--- config.mk ---
export PLATFORM = sky130hd
export DESIGN_NAME = upsample2x
export DESIGN_NICKNAME = d
export VERILOG_FILES = /design/src/rtl/upsample2x_pkg.sv /design/src/rtl/upsample2x_linebuf.sv /design/src/rtl/upsample2x.sv
export SDC_FILE = /design/constraint.sdc
export NUM_CORES = 1
export LEC_CHECK = 0
export BUFFER_PORTS_ARGS = -buffer_cell sky130_fd_sc_hd__buf_2
export CAP_MARGIN = 20
export CORE_MARGIN = 2
export CORE_UTILIZATION = 55
export DETAILED_ROUTE_END_ITERATION = 8
export PLACE_DENSITY = 0.78
export SETUP_SLACK_MARGIN = 0.5
export SYNTH_ARGS = -nofsm -noshare
export SYNTH_HDL_FRONTEND = slang
export SYNTH_SLANG_ARGS = --single-unit
--- constraint.sdc ---
create_clock -name clk -period 8.67 [get_ports clk]
set_input_delay 0.4335 -clock clk [delete_from_list [all_inputs] [get_ports clk]]
set_output_delay 0.4335 -clock clk [all_outputs]
set_load 0.01 [all_outputs]
--- src/rtl/upsample2x_pkg.sv ---
// Shared definitions for the 2x2 nearest-neighbour upsampler.
// Holds the row-state encoding, the default datapath geometry (the same
// defaults the max-pool stage uses), and a helper that clamps a requested row
// width into the range the line buffer can hold.
package upsample2x_pkg;

    localparam int unsigned DW_DEFAULT    = 8;   // bits per channel
    localparam int unsigned DN_DEFAULT    = 6;   // channels per pixel
    localparam int unsigned MAX_W_DEFAULT = 32;  // line-buffer depth

    // ROW_A: first output row, input accepted.
    // ROW_B: second output row replayed from the line buffer, input blocked.
    typedef enum logic {
        ROW_A = 1'b0,
        ROW_B = 1'b1
    } row_state_e;

    // A width of 0 is treated as 1; anything above max_w is treated as max_w.
    function automatic int unsigned clamp_width(input int unsigned w,
                                                input int unsigned max_w);
        if (w == 0) begin
            return 1;
        end else if (w > max_w) begin
            return max_w;
        end else begin
            return w;
        end
    endfunction

endpackage

--- src/rtl/upsample2x_linebuf.sv ---
// One-row line buffer for the upsampler.
// DEPTH x WIDTH register array, synchronous write, combinational read.
// Contents are intentionally not reset.
//   clk    in   clock
//   we     in   write enable
//   waddr  in   write address
//   wdata  in   write data
//   raddr  in   read address
//   rdata  out  read data (combinational from raddr)
module upsample_linebuf #(
    parameter int unsigned DEPTH = 32,
    parameter int unsigned WIDTH = 48,
    parameter int unsigned AW    = 5
) (
    input  logic             clk,
    input  logic             we,
    input  logic [AW-1:0]    waddr,
    input  logic [WIDTH-1:0] wdata,
    input  logic [AW-1:0]    raddr,
    output logic [WIDTH-1:0] rdata
);

    logic [WIDTH-1:0] mem_q [DEPTH];

    always_ff @(posedge clk) begin
        if (we) begin
            mem_q[waddr] <= wdata;
        end
    end

    always_comb begin
        rdata = mem_q[raddr];
    end

endmodule

--- src/rtl/upsample2x.sv ---
// Nearest-neighbour 2x2 upsampler. Each input pixel is emitted twice
// horizontally, and each row is emitted twice vertically by replaying it
// from a one-row line buffer. In bypass mode pixels pass straight through.
//   clk            in   clock, rising edge
//   rst            in   synchronous active-high reset
//   m_data         in   input pixel (DN*DW bits)
//   m_valid        in   input pixel valid
//   m_ready        out  input accepted this cycle
//   m_width        in   row width in pixels, sampled at row start
//   m_upsample_en  in   1 = upsample, 0 = bypass, sampled at row start
//   s_data         out  output pixel (registered)
//   s_valid        out  output valid (registered)
//   s_ready        in   downstream accepts
//   s_last         out  last beat of each output row
module upsample2x
    import upsample2x_pkg::*;
#(
    parameter int unsigned DW    = DW_DEFAULT,
    parameter int unsigned DN    = DN_DEFAULT,
    parameter int unsigned MAX_W = MAX_W_DEFAULT
) (
    input  logic              clk,
    input  logic              rst,
    input  logic [DN*DW-1:0]  m_data,
    input  logic              m_valid,
    output logic              m_ready,
    input  logic [5:0]        m_width,
    input  logic              m_upsample_en,
    output logic [DN*DW-1:0]  s_data,
    output logic              s_valid,
    input  logic              s_ready,
    output logic              s_last
);

    localparam int unsigned PW = DN * DW;
    localparam int unsigned AW = (MAX_W > 1) ? $clog2(MAX_W) : 1;
    localparam int unsigned WW = $clog2(MAX_W + 1);

    row_state_e      state_q, state_d;
    logic [AW-1:0]   col_q, col_d;
    logic            dup_q, dup_d;
    logic [WW-1:0]   w_q, w_d;
    logic            en_q, en_d;
    logic [PW-1:0]   s_data_q, s_data_d;
    logic            s_valid_q, s_valid_d;
    logic            s_last_q, s_last_d;

    logic            out_free;
    logic            row_start;
    logic [WW-1:0]   cur_w;
    logic            cur_en;
    logic [AW-1:0]   last_col;
    logic            at_last;
    logic            in_hs;
    logic            lb_we;
    logic [PW-1:0]   lb_rdata;

    upsample_linebuf #(
        .DEPTH (MAX_W),
        .WIDTH (PW),
        .AW    (AW)
    ) u_linebuf (
        .clk   (clk),
        .we    (lb_we),
        .waddr (col_q),
        .wdata (m_data),
        .raddr (col_q),
        .rdata (lb_rdata)
    );

    always_comb begin
        out_free  = !s_valid_q || s_ready;
        row_start = (state_q == ROW_A) && (col_q == '0) && !dup_q;

        // At row start the live inputs govern this very pixel; afterwards
        // the latched copies do, so mid-row changes are ignored.
        cur_w    = row_start ? WW'(clamp_width(32'(m_width), MAX_W)) : w_q;
        cur_en   = row_start ? m_upsample_en : en_q;
        last_col = AW'(cur_w - WW'(1));
        at_last  = (col_q == last_col);

        // dup_q is never set in bypass, so one expression serves both modes.
        m_ready = !rst && out_free && (state_q == ROW_A) && !dup_q;
        in_hs   = m_valid && m_ready;

        state_d   = state_q;
        col_d     = col_q;
        dup_d     = dup_q;
        w_d       = w_q;
        en_d      = en_q;
        s_data_d  = s_data_q;
        s_valid_d = s_valid_q;
        s_last_d  = s_last_q;
        lb_we     = 1'b0;

        // A drained output slot with nothing new to load goes idle.
        if (out_free) begin
            s_valid_d = 1'b0;
            s_last_d  = 1'b0;
        end

        if (row_start && in_hs) begin
            w_d  = cur_w;
            en_d = cur_en;
        end

        unique case (state_q)
            ROW_A: begin
                if (!cur_en) begin
                    if (in_hs) begin
                        s_data_d  = m_data;
                        s_valid_d = 1'b1;
                        s_last_d  = at_last;
                        col_d     = at_last ? '0 : col_q + AW'(1);
                    end
                end else if (!dup_q) begin
                    if (in_hs) begin
                        s_data_d  = m_data;
                        s_valid_d = 1'b1;
                        lb_we     = 1'b1;
                        dup_d     = 1'b1;
                    end
                end else if (out_free) begin
                    // Second copy: s_data_q still holds the pixel.
                    s_valid_d = 1'b1;
                    s_last_d  = at_last;
                    dup_d     = 1'b0;
                    if (at_last) begin
                        col_d   = '0;
                        state_d = ROW_B;
                    end else begin
                        col_d = col_q + AW'(1);
                    end
                end
            end
            ROW_B: begin
                if (out_free) begin
                    s_data_d  = lb_rdata;
                    s_valid_d = 1'b1;
                    s_last_d  = dup_q && at_last;
                    dup_d     = !dup_q;
                    if (dup_q) begin
                        if (at_last) begin
                            col_d   = '0;
                            state_d = ROW_A;
                        end else begin
                            col_d = col_q + AW'(1);
                        end
                    end
                end
            end
            default: begin
            end
        endcase
    end

    always_ff @(posedge clk) begin
        if (rst) begin
            state_q   <= ROW_A;
            col_q     <= '0;
            dup_q     <= 1'b0;
            w_q       <= WW'(1);
            en_q      <= 1'b0;
            s_data_q  <= '0;
            s_valid_q <= 1'b0;
            s_last_q  <= 1'b0;
        end else begin
            state_q   <= state_d;
            col_q     <= col_d;
            dup_q     <= dup_d;
            w_q       <= w_d;
            en_q      <= en_d;
            s_data_q  <= s_data_d;
            s_valid_q <= s_valid_d;
            s_last_q  <= s_last_d;
        end
    end

    always_comb begin
        s_data  = s_data_q;
        s_valid = s_valid_q;
        s_last  = s_last_q;
    end

endmodule
==> results of run 1 <==
## power by group
group / leakage, µW / total (µW) / internal, µW / switching, µW
logic: 0.00389 / 1020 / 482 / 535
registers: 0.0144 / 8560 / 8520 / 39.8
clock network: 0.00240 / 6630 / 3760 / 2870
## synth_stat cells (5+ instances only)
library cell	number	area [µm²]
clkbuf_1	81	304
a21oi_1	14	70.1
o21ai_0	85	425
nor2_1	41	154
edfxtp_1	1536	46100
mux2i_1	52	521
dfxtp_1	68	1360
o21ai_1	16	80.1
nor3_1	8	40.0
mux4_2	480	10800
nand3_1	10	50.1
buf_1	13	48.8
nor2b_1	8	50.1
buf_2	46	230
inv_1	11	41.3
nand2_1	124	465
ha_1	5	62.6
## worst min-delay path by stage
stage               start    endpoint  cells after the start
2_1_floorplan      w_q[4]      w_q[4]                      2
3_3_place_gp   s_data[19]  s_data[19]                      2
3_5_place_dp   s_data[19]  s_data[19]                      2
4_1_cts        m_width[5]      w_q[1]                      4
5_1_grt        m_width[5]      w_q[1]                      4
6_report       m_width[5]      w_q[1]                      4
## layout make-up
cell class,instances,share of cell area
clock inverters,84,0.0109
flip-flops and latches,1604,0.690
multi-input cells,884,0.194
repair buffers,163,0.0168
diodes,4,0.000145
clock buffers,201,0.0606
inverters,11,0.000600
well taps,1488,0.0270
## critical path: stages (launching register included)
cell	delay (ns)
dfxtp_1	0.48
or3_1	0.75
nor2_8	0.26
a21oi_1	0.15
nor2_1	0.33
nand2_1	0.62
nor2_4	0.66
buf_4	0.83
## kinds of logic (layout without fill, tap and decap cells)
family,after synthesis,in the layout,synth area share
buffers and inverters,155,459,0.0109
AOI/OAI and AO/OA,136,136,0.0125
xor gates and xnor gates,2,2,0.000286
and+or+nand+nor,206,206,0.0145
DFF,1604,1604,0.775
other,0,4,0
muxes,535,535,0.186
adders and majority gates,5,5,0.00102
## through the flow
step / utilization / total power [µW]
CTS: 0.621 / 16300
global placement: 0.577 / 9690
global route: 0.623 / 16600
finish: 0.623 / 16200
detailed placement: 0.577 / 9730
floorplan: - / 9420
## per-layer routing
metal	vias to the layer above	track usage
met4	6	0.103
met2	2366	0.459
met1	15905	0.365
li1	11558	-
met5	-	0
met3	389	0.0744
## registers in the layout, summed over array words and instances (netlist names), named ones only
register and flops:
col_q 5, en_q 1, w_q 5, s_valid 1, u_linebuf.mem_q 1536, s_data 48
dup_q 1, state_q 1
## cells in the final DEF (no fill, tap or decap), types with 5 or more instances in the layout
master,synthesis,final
inv_1,11,11
dfxtp_1,68,62
mux2i_1,52,52
ha_1,5,5
clkinv_1,0,36
buf_12,0,5
mux4_2,480,480
o21ai_0,85,85
buf_16,0,7
o21ai_1,16,16
clkinv_2,0,21
clkbuf_1,81,37
nor2b_1,8,8
nand2_1,124,123
nor2_1,41,8
dfxtp_4,0,6
clkbuf_8,0,6
nor3_1,8,8
nand3_1,10,10
buf_4,1,42
clkbuf_16,0,158
inv_6,0,6
edfxtp_1,1536,1536
buf_2,46,109
nor2_4,0,33
a21oi_1,14,14
bufinv_16,0,12
==> results.toml, run 1 <==
[pwr]
cellLeakagePower_uw = 0.0207
peakVddDrop_uv = 183
power.density_nw_per_um2 = 235

[synthesis]
yosysWarnings = 0
synth_ff_type = "edfxtp_1"
netlist_instances = 2643
syn_area_um2 = 61300
syn_nets = 2707
async_reset_ff_frac = 0
syn_area_per_cell_um2 = 23.2
yosysUniqueCellTypes = 49
synth-seq-cells = 1604
yosysSeqAreaShare = 0.775
synth_edf_count = 1536

[setup_path]
cp.required_ns = 9.03
crit-reg2reg-capture = "u_linebuf.mem_q[20][46]"
worstReg2RegStart = "col_q[2]"
crit_path_end_kind = "register"
arrival_ns = 4.92
startpoint_type = "register"
regToRegSetupSlack_ns = 4.11
worstPathMaxFanout = 37
critical_path_class = "register to register"
crit_end = "u_linebuf.mem_q[20][46]"
r2r.worst_path.cells = 7
setup.worst_path.start = "col_q[2]"

[finish]
regArea_um2 = 47500
drive_gt1_frac = 0.307
area.growth.synth_to_final_pct = 12.4
multi_input_area_um2 = 13400
fill_cells = 7035
nNetsFinal = 2882
stdcell_area_um2 = 68900
final_cells = 4439

[sta]
drv_slew = 0
fin_setup_tns_ns = 0
slew_headroom = 0.179
setup_viol = 0
holdWs_ns = 0.0581
post-route-period-util = 0.526
hold_viol_final = 0
skew_ns = 0.0239
worst_pin_slew_ns = 1.23
setup_ws_ns = 4.11
min_period_ns = 4.56
max_freq_mhz = 219
rsz0062_at_grt = "false"

[floorplan]
io_pins = 110
die_w_um = 338
initial_core_util = 0.554
fp.dieH_um = 338
design.die.area_um2 = 114000
coreArea_um2 = 111000
rows = 122

[cts]
cts.clk_slew.worst_paths_ns = 0.06
clkLatencyLatePin_ns = 0.75
cts_resized = 0
cts_hold_buf = 0
htree_levels = 4
postCtsSetupRepairBufs = 0
clk_path_buf_depth = 3
cts_made_buffers = 154
clock-root-buffer = "clkbuf_16"
cts_tree = "done"
cts.sinks = 1604

[placed_design]
pre_cts_slack_ns = 4.23
dp_cells = 4144
dp_hpwl_um = 69200
dpl_cell_area_um2 = 63800
gp_congestion = 0.766
port_buffers = 109

[global_route]
grt_overflow_total = 0
grt_pass1_vias = 30878
grt_pass1_wl_um = 222000
antenna_found_initial = 11
groute.usage.overall = 0.280
grt_max_degree = 166

[detailed_routing]
wl_per_cell_um = 35.3
viasPerCell = 6.81
vias = 30224
met2_wirelength_um = 78400
dr.first_iter.drc_count = 4624
routed_wl_um = 157000
first_pass_iters = 6
dr.max_layer_used = "met5"
route.detailed.drc = 0
wl_met1_um = 54700
ant_nets = 0
wl_met3_um = 18200

[hold_path]
hp-class = "primary input to register"

[run_status]
run_status = "completed"

[flow_run]
drv_cap = 0
Note: power is estimated with default switching activity, not from simulation.
==> run 2: changes to the inputs <==
clock period = 4.5 ns   (was 8.67 ns; I/O delays follow)
==> results.toml, run 2 (same netlist as run 1, synthesis figures left out) <==
[sta]
skew_ns = 0.0311
setup_viol = 0
holdWs_ns = 0.0231
rsz0062_at_grt = "false"
drv_slew = 0
slew_headroom = 0.390
min_period_ns = 3.73
max_freq_mhz = 268
post-route-period-util = 0.829
hold_viol_final = 0
fin_setup_tns_ns = 0
worst_pin_slew_ns = 0.915

[detailed_routing]
first_pass_iters = 5
viasPerCell = 6.75
ant_nets = 0
route.detailed.drc = 0
wl_met3_um = 17800
met2_wirelength_um = 78100
dr.first_iter.drc_count = 4877
dr.max_layer_used = "met5"
vias = 30603
wl_met1_um = 55600
routed_wl_um = 157000
wl_per_cell_um = 34.6

[floorplan]
rows = 122
die_w_um = 338
coreArea_um2 = 111000
design.die.area_um2 = 114000
fp.dieH_um = 338
initial_core_util = 0.554
io_pins = 110

[setup_path]
critical_path_class = "register to register"
arrival_ns = 4.12
cp_slowest_cell = "or3_1"
crit_path_end_kind = "register"
slowest_delay_ns = 0.71
cp.required_ns = 4.89
startpoint_type = "register"
cp_cell_sequence = "or3_1 > nor2_8 > a21oi_1 > nor2_1 > nand2_1 > nor2_4 > buf_4"
worstPathMaxFanout = 26

[finish]
area.growth.synth_to_final_pct = 14.1
layout_commonest_cell = "edfxtp_1"
largest_reg_flops = 1536
layout_common_cells = "1,536 x edfxtp_1, 480 x mux4_2, 154 x clkbuf_16, 123 x nand2_1, 109 x buf_2"
nNetsFinal = 2981
regMostFlops = "u_linebuf.mem_q"
drive_gt1_frac = 0.316
fill_cells = 6859

[flow_run]
drv_cap = 0

[global_route]
grt_max_degree = 68
antenna_found_initial = 4
groute.usage.overall = 0.279
grt_pass1_vias = 31325
grt_pass1_wl_um = 224000
grt_overflow_total = 0

[cts]
clock-root-buffer = "clkbuf_16"
clk_path_buf_depth = 3
cts.sinks = 1604
postCtsSetupRepairBufs = 0
clkLatencyLatePin_ns = 0.77
cts_made_buffers = 151
cts_tree = "done"
htree_levels = 4
cts.clk_slew.worst_paths_ns = 0.06

[pwr]
p_seq_frac = 0.524
switching_power_uw = 6790
power.clock.fraction = 0.406
power_frac_comb = 0.070
peakVddDrop_uv = 430
cellLeakagePower_uw = 0.0212
power.density_nw_per_um2 = 450
p_int_uw = 24700
power_switching_share = 0.216

[run_status]
run_status = "completed"

[placed_design]
port_buffers = 109
gp_congestion = 0.781
dp_hpwl_um = 77700

[hold_path]
hp-class = "primary input to register"
## run 2: cell count changes in the layout (fill, tap and decap cells not counted), sizes merged
cell	previous run	this run
clkinv	63	50
buf	163	214
bufinv	12	14
diode	4	1
inv	17	22
clkinvlp	3	4
clkbuf	201	199
dlygate4sd3	0	51
## run 2: worst max-delay path, delay by kind of cell, from the launching register on
family	cells	cell delay, ns
flops	1	0.49
buf+inv	1	0.55
simple gates	5	2.13
compound gates	1	0.15
## run 2: repair_timing
item | CTS | global route
hold buffers | 51 | 0
gates resized for setup | 0 | 0
endpoints found under the hold margin | 806 | 0
## run 2: metal layers
layer | vias up | global-route usage
met1 | 16090 | 0.383
met4 | 4 | 0.0964
met3 | 324 | 0.0630
li1 | 11751 | -
met5 | - | 0
met2 | 2434 | 0.449
## run 2: final timing paths
check | slack, ns | from | cells past startpoint | to
setup / recovery | 0.77 | col_q[2] | 7 | u_linebuf.mem_q[10][43]
hold / removal | 0.02 | m_data[11] | 1 | u_linebuf.mem_q[28][11]
setup reg to reg | 0.77 | col_q[2] | 7 | u_linebuf.mem_q[10][43]
hold reg to reg | 0.45 | s_data[22] | 2 | s_data[22]
## run 2: cell type report
cell class                      instances  area (µm²)  share of cell area
Sequential cell                      1604       47500               0.680
Multi-Input combinational cell        884       13400               0.191
Clock buffer                          199        4070              0.0583
Timing Repair Buffer                  265        2280              0.0326
Tap cell                             1488        1860              0.0266
Antenna cell                            1        2.50           0.0000358
Inverter                               11        41.3            0.000591
Clock inverter                         79         795              0.0114
## run 2: per-stage QoR
| stage | setup WS [ns] | std cells | total power (µW) | util | area (µm²) |
|---|---|---|---|---|---|
| 2_1_floorplan | 0.206 | 2643 | 18200 | - | 61300 |
| 3_3_place_gp | 0.830 | 4200 | 18900 | 0.584 | 64500 |
| 3_5_place_dp | 0.786 | 4200 | 18900 | 0.584 | 64500 |
| 4_1_cts | 0.783 | 4529 | 31500 | 0.632 | 69900 |
| 5_1_grt | 0.580 | 4531 | 32200 | 0.633 | 69900 |
| 6_report | 0.770 | 4531 | 31500 | 0.633 | 69900 |
## run 2: power groups by stage
stage	registers [µW]	clock network [µW]	logic [µW]
after floorplan	16800	0	1370
after global placement	16800	0	2050
after detailed placement	16800	0	2120
after CTS	16500	12800	2210
after global routing	16500	13400	2340
final	16500	12800	2210
